$ cat config.mk
export PLATFORM = sky130hd
export DESIGN_NAME = regfile_write_arbiter
export DESIGN_NICKNAME = d
export VERILOG_FILES = /design/src/rtl/regfile_write_arbiter.sv
export SDC_FILE = /design/constraint.sdc
export NUM_CORES = 1
export LEC_CHECK = 0
export ABC_CLOCK_PERIOD_IN_PS = 2180
export CORE_ASPECT_RATIO = 1.2
export CORE_MARGIN = 5
export CORE_UTILIZATION = 55
export CTS_BUF_LIST = sky130_fd_sc_hd__clkbuf_2
export DETAILED_ROUTE_END_ITERATION = 10
export DONT_BUFFER_PORTS = 1
export HOLD_SLACK_MARGIN = 0.05
export PLACE_DENSITY = 0.78
export SKIP_CTS_REPAIR_TIMING = 1
export SLEW_MARGIN = 15
export SYNTH_ARGS = -nofsm -noshare
export SYNTH_HDL_FRONTEND = slang
export SYNTH_SLANG_ARGS = --single-unit
export TNS_END_PERCENT = 30
$ cat constraint.sdc
create_clock -name clock -period 2.18 [get_ports clock]
set_input_delay 0.327 -clock clock [delete_from_list [all_inputs] [get_ports clock]]
set_output_delay 0.327 -clock clock [all_outputs]
set_load 0.05 [all_outputs]
$ cat src/rtl/regfile_write_arbiter.sv
// Register-bank write arbiter for two writeback sources (ALU and load unit).
// Round-robin between the two requesters, one write per cycle, registered
// write port toward the register bank. Writes to r0 are accepted but dropped,
// and a saturating counter records how many were dropped.
module regfile_write_arbiter (
  input  logic       clock,
  input  logic       reset,

  input  logic       alu_valid,
  input  logic [2:0] alu_addr,
  input  logic [7:0] alu_data,
  output logic       alu_ready,

  input  logic       mem_valid,
  input  logic [2:0] mem_addr,
  input  logic [7:0] mem_data,
  output logic       mem_ready,

  output logic       RegWrite,
  output logic [2:0] EscReg,
  output logic [7:0] WriteData,

  output logic       last_grant,
  output logic [7:0] drop_count
);

  // Requester encoding used by last_grant.
  localparam logic GRANT_ALU = 1'b0;
  localparam logic GRANT_MEM = 1'b1;

  // Saturation ceiling of the r0 drop counter.
  localparam logic [7:0] DROP_MAX = 8'hFF;

  // Round-robin history: which requester won the most recent transfer.
  logic       last_grant_q;
  logic       last_grant_d;

  // Registered write port toward the register bank.
  logic       reg_write_q;
  logic       reg_write_d;
  logic [2:0] esc_reg_q;
  logic [2:0] esc_reg_d;
  logic [7:0] write_data_q;
  logic [7:0] write_data_d;

  // Saturating count of transfers that targeted r0.
  logic [7:0] drop_count_q;
  logic [7:0] drop_count_d;

  // Arbitration results for the current cycle.
  logic       grant_alu;
  logic       grant_mem;
  logic       xfer;
  logic [2:0] sel_addr;
  logic [7:0] sel_data;
  logic       sel_is_r0;

  // Combinational arbitration: a lone requester wins outright; on a tie the
  // requester that did not win last time goes first. Nothing is granted
  // while reset is held so no transfer can be claimed during reset.
  always_comb begin
    grant_alu = 1'b0;
    grant_mem = 1'b0;
    if (!reset) begin
      if (alu_valid && mem_valid) begin
        grant_alu = (last_grant_q == GRANT_MEM);
        grant_mem = (last_grant_q == GRANT_ALU);
      end else begin
        grant_alu = alu_valid;
        grant_mem = mem_valid;
      end
    end
  end

  // Steer the winning requester's address and data onto the write path.
  always_comb begin
    sel_addr = 3'd0;
    sel_data = 8'd0;
    if (grant_mem) begin
      sel_addr = mem_addr;
      sel_data = mem_data;
    end else if (grant_alu) begin
      sel_addr = alu_addr;
      sel_data = alu_data;
    end
    xfer      = grant_alu || grant_mem;
    sel_is_r0 = (sel_addr == 3'd0);
  end

  // Next-state for the grant history, write port and drop counter. Address
  // and data hold whenever no write is issued so the bank sees stable values.
  always_comb begin
    last_grant_d = last_grant_q;
    reg_write_d  = 1'b0;
    esc_reg_d    = esc_reg_q;
    write_data_d = write_data_q;
    drop_count_d = drop_count_q;

    if (xfer) begin
      last_grant_d = grant_mem ? GRANT_MEM : GRANT_ALU;
      if (sel_is_r0) begin
        if (drop_count_q != DROP_MAX) begin
          drop_count_d = drop_count_q + 8'd1;
        end
      end else begin
        reg_write_d  = 1'b1;
        esc_reg_d    = sel_addr;
        write_data_d = sel_data;
      end
    end
  end

  // State registers; reset is asynchronous so a pending write strobe is
  // killed the moment reset rises. last_grant resets to mem so the ALU wins
  // the first tie.
  always_ff @(posedge clock or posedge reset) begin
    if (reset) begin
      last_grant_q <= GRANT_MEM;
      reg_write_q  <= 1'b0;
      esc_reg_q    <= 3'd0;
      write_data_q <= 8'd0;
      drop_count_q <= 8'd0;
    end else begin
      last_grant_q <= last_grant_d;
      reg_write_q  <= reg_write_d;
      esc_reg_q    <= esc_reg_d;
      write_data_q <= write_data_d;
      drop_count_q <= drop_count_d;
    end
  end

  // Drive the ports.
  assign alu_ready  = grant_alu;
  assign mem_ready  = grant_mem;
  assign RegWrite   = reg_write_q;
  assign EscReg     = esc_reg_q;
  assign WriteData  = write_data_q;
  assign last_grant = last_grant_q;
  assign drop_count = drop_count_q;

endmodule

==> results of run 1 <==
registers in the layout, summed over array words and instances (netlist names):
name,cells
RegWrite,1
drop_count,8
last_grant,1
WriteData,8
EscReg,3
worst max-delay path, stage by stage:
cell,delay [ps]
sky130_fd_sc_hd__dlygate4sd3_1,540
sky130_fd_sc_hd__inv_1,90
sky130_fd_sc_hd__buf_4,220
sky130_fd_sc_hd__and3_2,480
power groups by stage:
| stage | Combinational [mW] | Clock (mW) | Sequential (mW) |
|---|---|---|---|
| floorplan | 0.187 | 0 | 0.849 |
| global placement | 0.500 | 0 | 0.663 |
| detailed placement | 0.512 | 0 | 0.665 |
| CTS | 0.514 | 0.161 | 0.658 |
| global route | 0.547 | 0.177 | 0.667 |
| finish | 0.510 | 0.158 | 0.656 |
worst max-delay path by stage:
stage                   from             to  slack [ps]  depth (start not counted)
6_report               reset      alu_ready         190                          4
5_1_grt                reset      alu_ready          70                          4
4_1_cts           last_grant  drop_count[1]         270                          5
3_5_place_dp      last_grant   WriteData[5]         310                          6
3_3_place_gp   drop_count[0]  drop_count[1]         370                          6
2_1_floorplan          reset   WriteData[0]          40                          5
per-stage QoR:
| step | setup slack (ps) | area [µm²] | hold slack, ps |
|---|---|---|---|
| after floorplan | 43.4 | 1090 | 319 |
| after global placement | 368 | 1180 | 232 |
| after detailed placement | 310 | 1180 | 242 |
| after CTS | 269 | 1200 | -120 |
| after global routing | 73.4 | 1210 | 55.8 |
| final | 192 | 1210 | 77.3 |
area by class of cell:
cell class / instances / area, µm² / share of cell area (%)
timing repair buffer: 13 / 100 / 8.26
inverter: 3 / 11.3 / 0.929
clock buffer: 4 / 20.0 / 1.65
multi-input combinational: 62 / 531 / 43.8
tap: 19 / 23.8 / 1.96
sequential: 21 / 527 / 43.4
placed cells by master (no fill, tap or decap), types with 2 or more instances in the layout:
cell,netlist,layout
sky130_fd_sc_hd__dfrtp_1,20,20
sky130_fd_sc_hd__buf_4,0,12
sky130_fd_sc_hd__a22o_1,8,8
sky130_fd_sc_hd__nand3_1,6,6
sky130_fd_sc_hd__mux2_4,6,6
sky130_fd_sc_hd__clkbuf_2,0,4
sky130_fd_sc_hd__inv_1,3,3
sky130_fd_sc_hd__nand4_1,3,3
sky130_fd_sc_hd__nor2_1,3,3
sky130_fd_sc_hd__xor2_1,3,3
sky130_fd_sc_hd__xnor2_1,3,3
sky130_fd_sc_hd__mux2_2,3,3
sky130_fd_sc_hd__nor2_2,2,2
sky130_fd_sc_hd__a32oi_1,2,2
sky130_fd_sc_hd__nor3_1,2,2
sky130_fd_sc_hd__o2bb2ai_1,2,2
logic make-up (layout without fill, tap and decap cells):
family          Yosys count  in the layout  synth area share (%)
compound gates           20             20                  16.5
xor+xnor                  6              6                  4.83
fa+ha+maj                 1              1                  1.15
buf+inv                   6             20                  2.76
flops                    21             21                  48.4
mux                      10             10                  12.4
simple gates             25             25                  13.9
cell usage after synthesis (2+ instances only):
cell type | instances | share of area [%]
sky130_fd_sc_hd__nor2_2 | 2 | 1.2
sky130_fd_sc_hd__nand4_1 | 3 | 1.7
sky130_fd_sc_hd__xnor2_1 | 3 | 2.4
sky130_fd_sc_hd__clkbuf_1 | 2 | 0.69
sky130_fd_sc_hd__mux2_2 | 3 | 3.1
sky130_fd_sc_hd__mux2_4 | 6 | 8.3
sky130_fd_sc_hd__nor3_1 | 2 | 0.92
sky130_fd_sc_hd__dfrtp_1 | 20 | 46
sky130_fd_sc_hd__o2bb2ai_1 | 2 | 1.6
sky130_fd_sc_hd__a22o_1 | 8 | 6.4
sky130_fd_sc_hd__inv_1 | 3 | 1.0
sky130_fd_sc_hd__nand3_1 | 6 | 2.8
sky130_fd_sc_hd__nor2_1 | 3 | 1.0
sky130_fd_sc_hd__xor2_1 | 3 | 2.4
sky130_fd_sc_hd__a32oi_1 | 2 | 1.6
per-layer routing:
| layer | global-route usage, % | share of wire [%] | wire (µm) |
|---|---|---|---|
| met1 | 18.9 | 36 | 850 |
| met2 | 30.5 | 52 | 1240 |
| met3 | 6.84 | 10 | 240 |
| met4 | 6.57 | 1.2 | 28 |
| met5 | 0 | 0 | 0 |
==> run summary, run 1 <==
Synth cell types = 36
Synthesis Warnings = 0
Startpoint Class = input pin
Combined area of all synthesized cells = 1090 µm²
Maximum buffer depth of the clock tree = 2
Total length of routed wires = 2.36 mm
Reg-to-reg setup timing slack = 240 ps
Max Cap Violations = 0
Clock tree from TritonCTS = built
Number of standard-cell rows in the floorplan = 17
Int Pwr = 0.697 mW
Number of enable flip-flop cells after synthesis = 0
Grt ovf = 0
Global placement routability congestion = 0.797
Number of synthesized register bits = 21
Number of placed instances with taps included = 117
Worst setup skew after layout = 4.05 ps
Clock transition at path regs = 180 ps
Endpoints failing hold = 0
Sum of internal, switching and leakage power = 1.32 mW
Starting density of the core = 58.1%
Via count normalized by instance count = 6.47
Element type at the critical path end = output pin
Routed length per instance = 19.3 µm
Switching part of the total = 47.3%
Number of non-filler instances in the completed layout = 122
Origin of the critical flop-to-flop path = last_grant
Proportion of synthesized flip-flops having asynchronous set or reset = 100%
Predominant post-synthesis flop cell = sky130_fd_sc_hd__dfrtp_1
Max Fanout on Critical Path = 15
Status = finished clean
Vias in the first global route = 858
Proportion of layout cells with a drive suffix above 1 = 35.0%
Part of the power in registers = 49.5%
Vias post-DR = 789
Antenna violations before repair = 0
Final setup violation count = 0
Pwr dens = 1090 nW/µm²
Layout Nets = 131
HP Start = reset
Slew of the pin with the lowest slew margin = 497 ps
Antenna fix cells = 0
Clock tree sinks = 21
Filler cell count in the final layout = 153
Clock network fraction of design power = 11.9%
Relative area change from synthesis to final layout = 11.5%
Net Sw Power = 0.626 mW
Crit path required time = 1850 ps
Worst min-delay path endpoint = EscReg[0]
Setup total negative slack = 0 ps
Core Util, Final = 64.8%
HP Class = input pin to flip-flop
Worst max-slew margin expressed relative to the limit = 66.9%
H-tree depth = 1
First-pass iteration count of the detailed router = 4
Detailed-route DRC error count = 0
Die extent in y = 58.7 µm
Setup repair after global routing missed its margin = no
Cells on worst reg2reg path = 5
Violation count after the first detailed-routing iteration = 14
WS Path Type = input pin to output pin
Detail Route Antenna Nets = 0
Leakage dissipation = 0.577 nW
Die area = 2970 µm²
Overall routing resource usage = 17.5%
Logic gate share of total power = 38.5%
Root Driver = sky130_fd_sc_hd__clkbuf_2
Number of input and output port buffers inserted = 0
Standard cell core area = 1870 µm²
Largest net degree at the start of global routing = 16
Critical path arrival = 1660 ps
Final period utilization = 91.2%
First-pass GRT wire length = 4.06 mm
Sum of net half-perimeters after detailed placement = 1.82 mm
Endpoint of the worst-slack reg-to-reg timing path = drop_count[1]
Insertion delay of the later-clocked pin in the worst-skew pair = 300 ps
Min Clock Period, post-route = 1990 ps
Average size of a mapped cell = 12.2 µm²
Horizontal die dimension = 50.6 µm
# IOs = 49
Slew Viols, Final = 0
Worst voltage drop across the vdd grid = 0.542 mV
Number of cells traversed by the worst hold path = 1
Register area share after synthesis = 48.4%
Synthesized netlist net count = 116
Number of instances in the synthesized netlist = 89
Num CTS Buffers = 3
Highest Clock Rate = 0.503 GHz
(Power assumes the default switching activity.)
==> run 2: changes to the inputs <==
- GPL_TIMING_DRIVEN: unset -> 0
==> run summary, run 2 (synthesis results as in run 1) <==
Status = finished clean
Final setup violation count = 0 (unchanged)
Endpoints failing hold = 0 (unchanged)
Slew of the pin with the lowest slew margin = 888 ps (+391 ps)
Startpoint Class = flip-flop
Vias post-DR = 758 (-3.9%)
Clock network fraction of design power = 12.9% (+1.0 points)
H-tree depth = 1 (unchanged)
Number of non-filler instances in the completed layout = 114 (-6.6%)
Most frequent standard cell in the layout excluding fill and tap cells = sky130_fd_sc_hd__dfrtp_1
Logic gate share of total power = 17.8% (-21 points)
Standard cell core area = 1870 µm² (unchanged)
Horizontal die dimension = 50.6 µm (unchanged)
Violation count after the first detailed-routing iteration = 10 (-4)
Antenna fix cells = 0 (unchanged)
Sum of internal, switching and leakage power = 1.27 mW (-4.4%)
Via count normalized by instance count = 6.65 (+2.8%)
Grt ovf = 0 (unchanged)
Die extent in y = 58.7 µm (unchanged)
Largest net degree at the start of global routing = 25 (+9)
Placed standard-cell area = 1110 µm² (-6.0%)
Worst hold slack = 67.3 ps (-10.1 ps)
PnR worst setup slack = 59.3 ps (-133 ps)
Part of the power in registers = 69.3% (+20 points)
Crit path required time = 2390 ps (+540 ps)
Vias in the first global route = 851 (-0.82%)
Final instance area = 1170 µm² (-3.8%)
First-pass GRT wire length = 3.73 mm (-8.2%)
Pwr dens = 1090 nW/µm² (-0.63%)
Number of standard-cell rows in the floorplan = 17 (unchanged)
Highest Clock Rate = 0.472 GHz (-6.3%)
Root Driver = sky130_fd_sc_hd__clkbuf_2
Max Cap Violations = 0 (unchanged)
Element type at the critical path end = flip-flop
Family with the most delay on the worst path = simple AND/OR/NAND/NOR gates
Switching part of the total = 49.3% (+2.0 points)
Detailed-route DRC error count = 0 (unchanged)
Total length of routed wires = 2.30 mm (-2.6%)
Overall routing resource usage = 15.9% (-1.6 points)
Layout Nets = 123 (-6.1%)
Pre-CTS setup slack = -281 ps (-591 ps)
Cell with the largest stage delay on the worst path = sky130_fd_sc_hd__dfrtp_2
Maximum buffer depth of the clock tree = 2 (unchanged)
Leakage dissipation = 0.530 nW (-8.3%)
First-pass iteration count of the detailed router = 3 (-1)
HP Start = reset
Final period utilization = 97.3% (+6.1 points)
# IOs = 49 (unchanged)
Setup repair after global routing missed its margin = yes
Relative area change from synthesis to final layout = 7.25%
HP Class = input pin to flip-flop
Launch point of the worst path = drop_count[0]
Global placement routability congestion = 0.754 (-5.4%)
Clock tree sinks = 21 (unchanged)
Critical path arrival = 2330 ps (+670 ps)
Die area = 2970 µm² (unchanged)
Worst max-slew margin expressed relative to the limit = 40.6% (-26 points)
Origin of the critical flop-to-flop path = drop_count[0]
Int Pwr = 0.642 mW (-8.0%)
Min Clock Period, post-route = 2120 ps (+133 ps)
Routed length per instance = 20.1 µm (+4.2%)
Number of placed instances with taps included = 108 (-7.7%)
WS Path Type = flip-flop to flip-flop
Commonest cells after routing, fill and taps aside = sky130_fd_sc_hd__dfrtp_1 (18), sky130_fd_sc_hd__a22o_1 (8), sky130_fd_sc_hd__nand3_1 (6), sky130_fd_sc_hd__mux2_4 (6), sky130_fd_sc_hd__clkbuf_2 (5)
Insertion delay of the later-clocked pin in the worst-skew pair = 310 ps (about the same)
Net Sw Power = 0.624 mW (-0.45%)
Proportion of layout cells with a drive suffix above 1 = 31.6% (-3.4 points)
Antenna violations before repair = 0 (unchanged)
Detail Route Antenna Nets = 0 (unchanged)
Clock transition at path regs = 190 ps (about the same)
Max Fanout on Critical Path = 4 (-11)
Clock tree from TritonCTS = built
Max stage delay on crit path = 570 ps (+30 ps)
CP Buf/Inv Count = 0 (-3)
Num CTS Buffers = 3 (unchanged)
Worst voltage drop across the vdd grid = 0.537 mV (-0.88%)
Sum of net half-perimeters after detailed placement = 1.77 mm (-2.4%)
Worst setup skew after layout = 3.60 ps (-0.451 ps)
Number of input and output port buffers inserted = 0 (unchanged)
List of cells traversed by the critical path = ha_1 > nand3_1 > nor2_1 > or2_2 > nor3_1 > mux2_1
Slew Viols, Final = 0 (unchanged)
Starting density of the core = 58.1% (unchanged)
-- run 2: cell count changes in the layout (fill, tap and decap cells not counted), sizes merged --
cell         delta
clkinvlp        +1
dlygate4sd3     +1
inv             -1
buf            -11
clkbuf          +2
-- run 2: path summary, 6_finish.rpt --
path,end,slack [ps],cells after the start
setup / recovery,drop_count[1],60,6
hold / removal,EscReg[0],70,1
setup reg to reg,drop_count[1],60,6
hold reg to reg,drop_count[0],720,1
max in group asynchronous,drop_count[1],290,3
min in group asynchronous,last_grant,550,2
-- run 2: area by class of cell --
type	instances	area [µm²]
plain buffers	3	23.8
clock buffers	4	20.0
fillers	154	706
inverters	3	15.0
multi-input cells	62	531
flip-flops and latches	21	533
well taps	19	23.8
repair buffers	2	20.0
-- run 2: worst reg2reg max path: stages, from the launching register on --
cell	delay [ps]
sky130_fd_sc_hd__dfrtp_2	570
sky130_fd_sc_hd__ha_1	300
sky130_fd_sc_hd__nand3_1	110
sky130_fd_sc_hd__nor2_1	80
sky130_fd_sc_hd__or2_2	300
sky130_fd_sc_hd__nor3_1	310
sky130_fd_sc_hd__mux2_1	370
-- run 2: power groups by stage --
stage	logic [mW]	clock network, mW	registers (mW)
finish	0.225	0.163	0.877
global route	0.249	0.183	0.895
CTS	0.222	0.168	0.875
detailed placement	0.222	0	0.883
global placement	0.207	0	0.878
floorplan	0.187	0	0.849
-- run 2: per-stage QoR --
stage / util, % / setup TNS [ps]
CTS: 60.4 / -1570
detailed placement: 59.4 / -2780
global route: 62.3 / -29.9
floorplan: - / 0
global placement: 59.4 / -1830
finish: 62.3 / 0
-- run 2: routing by layer --
metal  vias up  part of all wire (%)  track usage, %
met1       381                    36            16.3
met2        30                    55            28.5
met3         2                   8.5            5.57
met5         -                     0               0
li1        345                     -               -
met4         0                  0.48            6.93
==> run 3: changes to the inputs <==
--- a/config.mk
+++ b/config.mk
@@ -8,5 +8,5 @@
 export ABC_CLOCK_PERIOD_IN_PS = 2180
 export CORE_ASPECT_RATIO = 1.2
-export CORE_MARGIN = 5
+export CORE_MARGIN = 2
 export CORE_UTILIZATION = 55
 export CTS_BUF_LIST = sky130_fd_sc_hd__clkbuf_2
==> constraint.sdc (replaced) <==
create_clock -name clock -period 2.18 [get_ports clock]
set_input_delay 0.327 -clock clock [delete_from_list [all_inputs] [get_ports clock]]
set_output_delay 0.327 -clock clock [all_outputs]
set_load 0.02 [all_outputs]
==> run summary, run 3 (synthesis results as in run 1) <==
Antenna violations before repair = 0 (unchanged)
Worst setup skew after layout = 1.41 ps (-2.19 ps)
Via count normalized by instance count = 6.46 (-2.9%)
Min Clock Period, post-route = 2130 ps (+8.49 ps)
Proportion of layout cells with a drive suffix above 1 = 28.4% (-3.2 points)
Grt ovf = 0 (unchanged)
Detail Route Antenna Nets = 0 (unchanged)
Starting density of the core = 58.8% (+0.67 points)
# IOs = 49 (unchanged)
Vias in the first global route = 758 (-11%)
Slew of the pin with the lowest slew margin = 896 ps (+8.35 ps)
First-pass iteration count of the detailed router = 4 (+1)
Pwr dens = 901 nW/µm² (-17%)
Status = finished clean
Die area = 2350 µm² (-21%)
Highest Clock Rate = 0.470 GHz (-0.40%)
H-tree depth = 1 (unchanged)
Crit path required time = 1850 ps (-540 ps)
Most frequent standard cell in the layout excluding fill and tap cells = sky130_fd_sc_hd__dfrtp_1
Element type at the critical path end = output pin
Max Fanout on Critical Path = 9 (+5)
Max Cap Violations = 0 (unchanged)
Number of standard-cell rows in the floorplan = 17 (unchanged)
Setup repair after global routing missed its margin = yes
Detailed-route DRC error count = 0 (unchanged)
Number of input and output port buffers inserted = 0 (unchanged)
Final setup violation count = 0 (unchanged)
Origin of the critical flop-to-flop path = last_grant
Slew Viols, Final = 0 (unchanged)
Worst min-delay path endpoint = EscReg[0]
Vias post-DR = 736 (-2.9%)
Commonest cells after routing, fill and taps aside = sky130_fd_sc_hd__dfrtp_1 (20), sky130_fd_sc_hd__a22o_1 (8), sky130_fd_sc_hd__nand3_1 (6), sky130_fd_sc_hd__mux2_4 (6), sky130_fd_sc_hd__clkbuf_2 (4)
Worst voltage drop across the vdd grid = 0.614 mV (+14%)
Endpoints failing hold = 0 (unchanged)
Cells on worst reg2reg path = 6 (unchanged)
Register Area = 527 µm² (-1.2%)
Area of combinational cells with multiple inputs = 536 µm² (+0.94%)
Startpoint Class = flip-flop
Relative area change from synthesis to final layout = 6.67%
Reg-to-reg setup timing slack = 190 ps (+130 ps)
First-pass GRT wire length = 3.27 mm (-12%)
Layout Nets = 123 (unchanged)
Standard cell core area = 1850 µm² (-1.1%)
Overall routing resource usage = 18.7% (+2.8 points)
Clock tree from TritonCTS = built
Worst max-slew margin expressed relative to the limit = 40.1% (-0.56 points)
Critical path arrival = 1800 ps (-530 ps)
Insertion delay of the later-clocked pin in the worst-skew pair = 300 ps (about the same)
Clock tree sinks = 21 (unchanged)
Number of cells traversed by the worst hold path = 1 (unchanged)
Endpoint of the worst-slack reg-to-reg timing path = WriteData[0]
Leakage dissipation = 0.526 nW (-0.79%)
WS Path Type = flip-flop to output pin
Setup total negative slack = 0 ps (unchanged)
Filler cell count in the final layout = 160 (+3.9%)
Horizontal die dimension = 44.6 µm (-12%)
Clock transition at path regs = 180 ps (about the same)
Antenna fix cells = 0 (unchanged)
Final period utilization = 97.7% (+0.39 points)
Maximum buffer depth of the clock tree = 2 (unchanged)
HP Start = reset
Routed length per instance = 18.2 µm (-9.8%)
Violation count after the first detailed-routing iteration = 7 (-3)
Num CTS Buffers = 3 (unchanged)
Sum of internal, switching and leakage power = 1.04 mW (-17%)
HP Class = input pin to flip-flop
Total length of routed wires = 2.07 mm (-9.8%)
Global placement routability congestion = 0.754 (about the same)
Root Driver = sky130_fd_sc_hd__clkbuf_2
Die extent in y = 52.7 µm (-10%)
Largest net degree at the start of global routing = 25 (unchanged)
Sum of net half-perimeters after detailed placement = 1.55 mm (-13%)
run 3: per-layer routing:
layer,wire [µm],GRT usage (%),vias up,share of wire (%)
met2,1050,31.9,29,51
met3,197,6.55,2,9.5
met1,810,21.2,362,39
li1,-,-,343,-
met4,17,6.57,0,0.82
met5,0,0,-,0
run 3: layout make-up:
type                            count  share of cell area, %
Multi-Input combinational cell     62                   46.2
Sequential cell                    21                   45.4
Tap cell                           19                   2.05
Clock buffer                        4                   1.73
Timing Repair Buffer                2                   1.73
Buffer                              3                   1.62
Inverter                            3                   1.29
run 3: worst max-delay path, stage by stage, from the launching register on:
cell and delay, ps:
sky130_fd_sc_hd__dfstp_2 680, sky130_fd_sc_hd__nand2b_4 190, sky130_fd_sc_hd__and3_2 170, sky130_fd_sc_hd__clkbuf_1 450
run 3: stage by stage:
stage	hold slack [ps]	std cells	instance area, µm²	utilization, %	setup WS, ps
3_3_place_gp	408	108	1110	60.0	-215
2_1_floorplan	319	89	1090	-	79.9
4_1_cts	57.1	112	1130	61.1	38.8
5_1_grt	60.3	114	1160	62.7	-41.1
3_5_place_dp	414	108	1110	60.0	-262
6_report	73.5	114	1160	62.7	50.8
run 3: worst max-delay path by stage:
stage | startpoint | end | slack [ps]
2_1_floorplan | reset | drop_count[1] | 80
3_3_place_gp | reset | drop_count[1] | -210
3_5_place_dp | reset | drop_count[1] | -260
4_1_cts | last_grant | alu_ready | 40
5_1_grt | last_grant | alu_ready | -40
6_report | last_grant | alu_ready | 50
run 3: report_power, final:
part	internal [mW]	switching (mW)	total (mW)
clock network	0.0486	0.110	0.159
registers	0.473	0.200	0.673
logic	0.116	0.0968	0.213
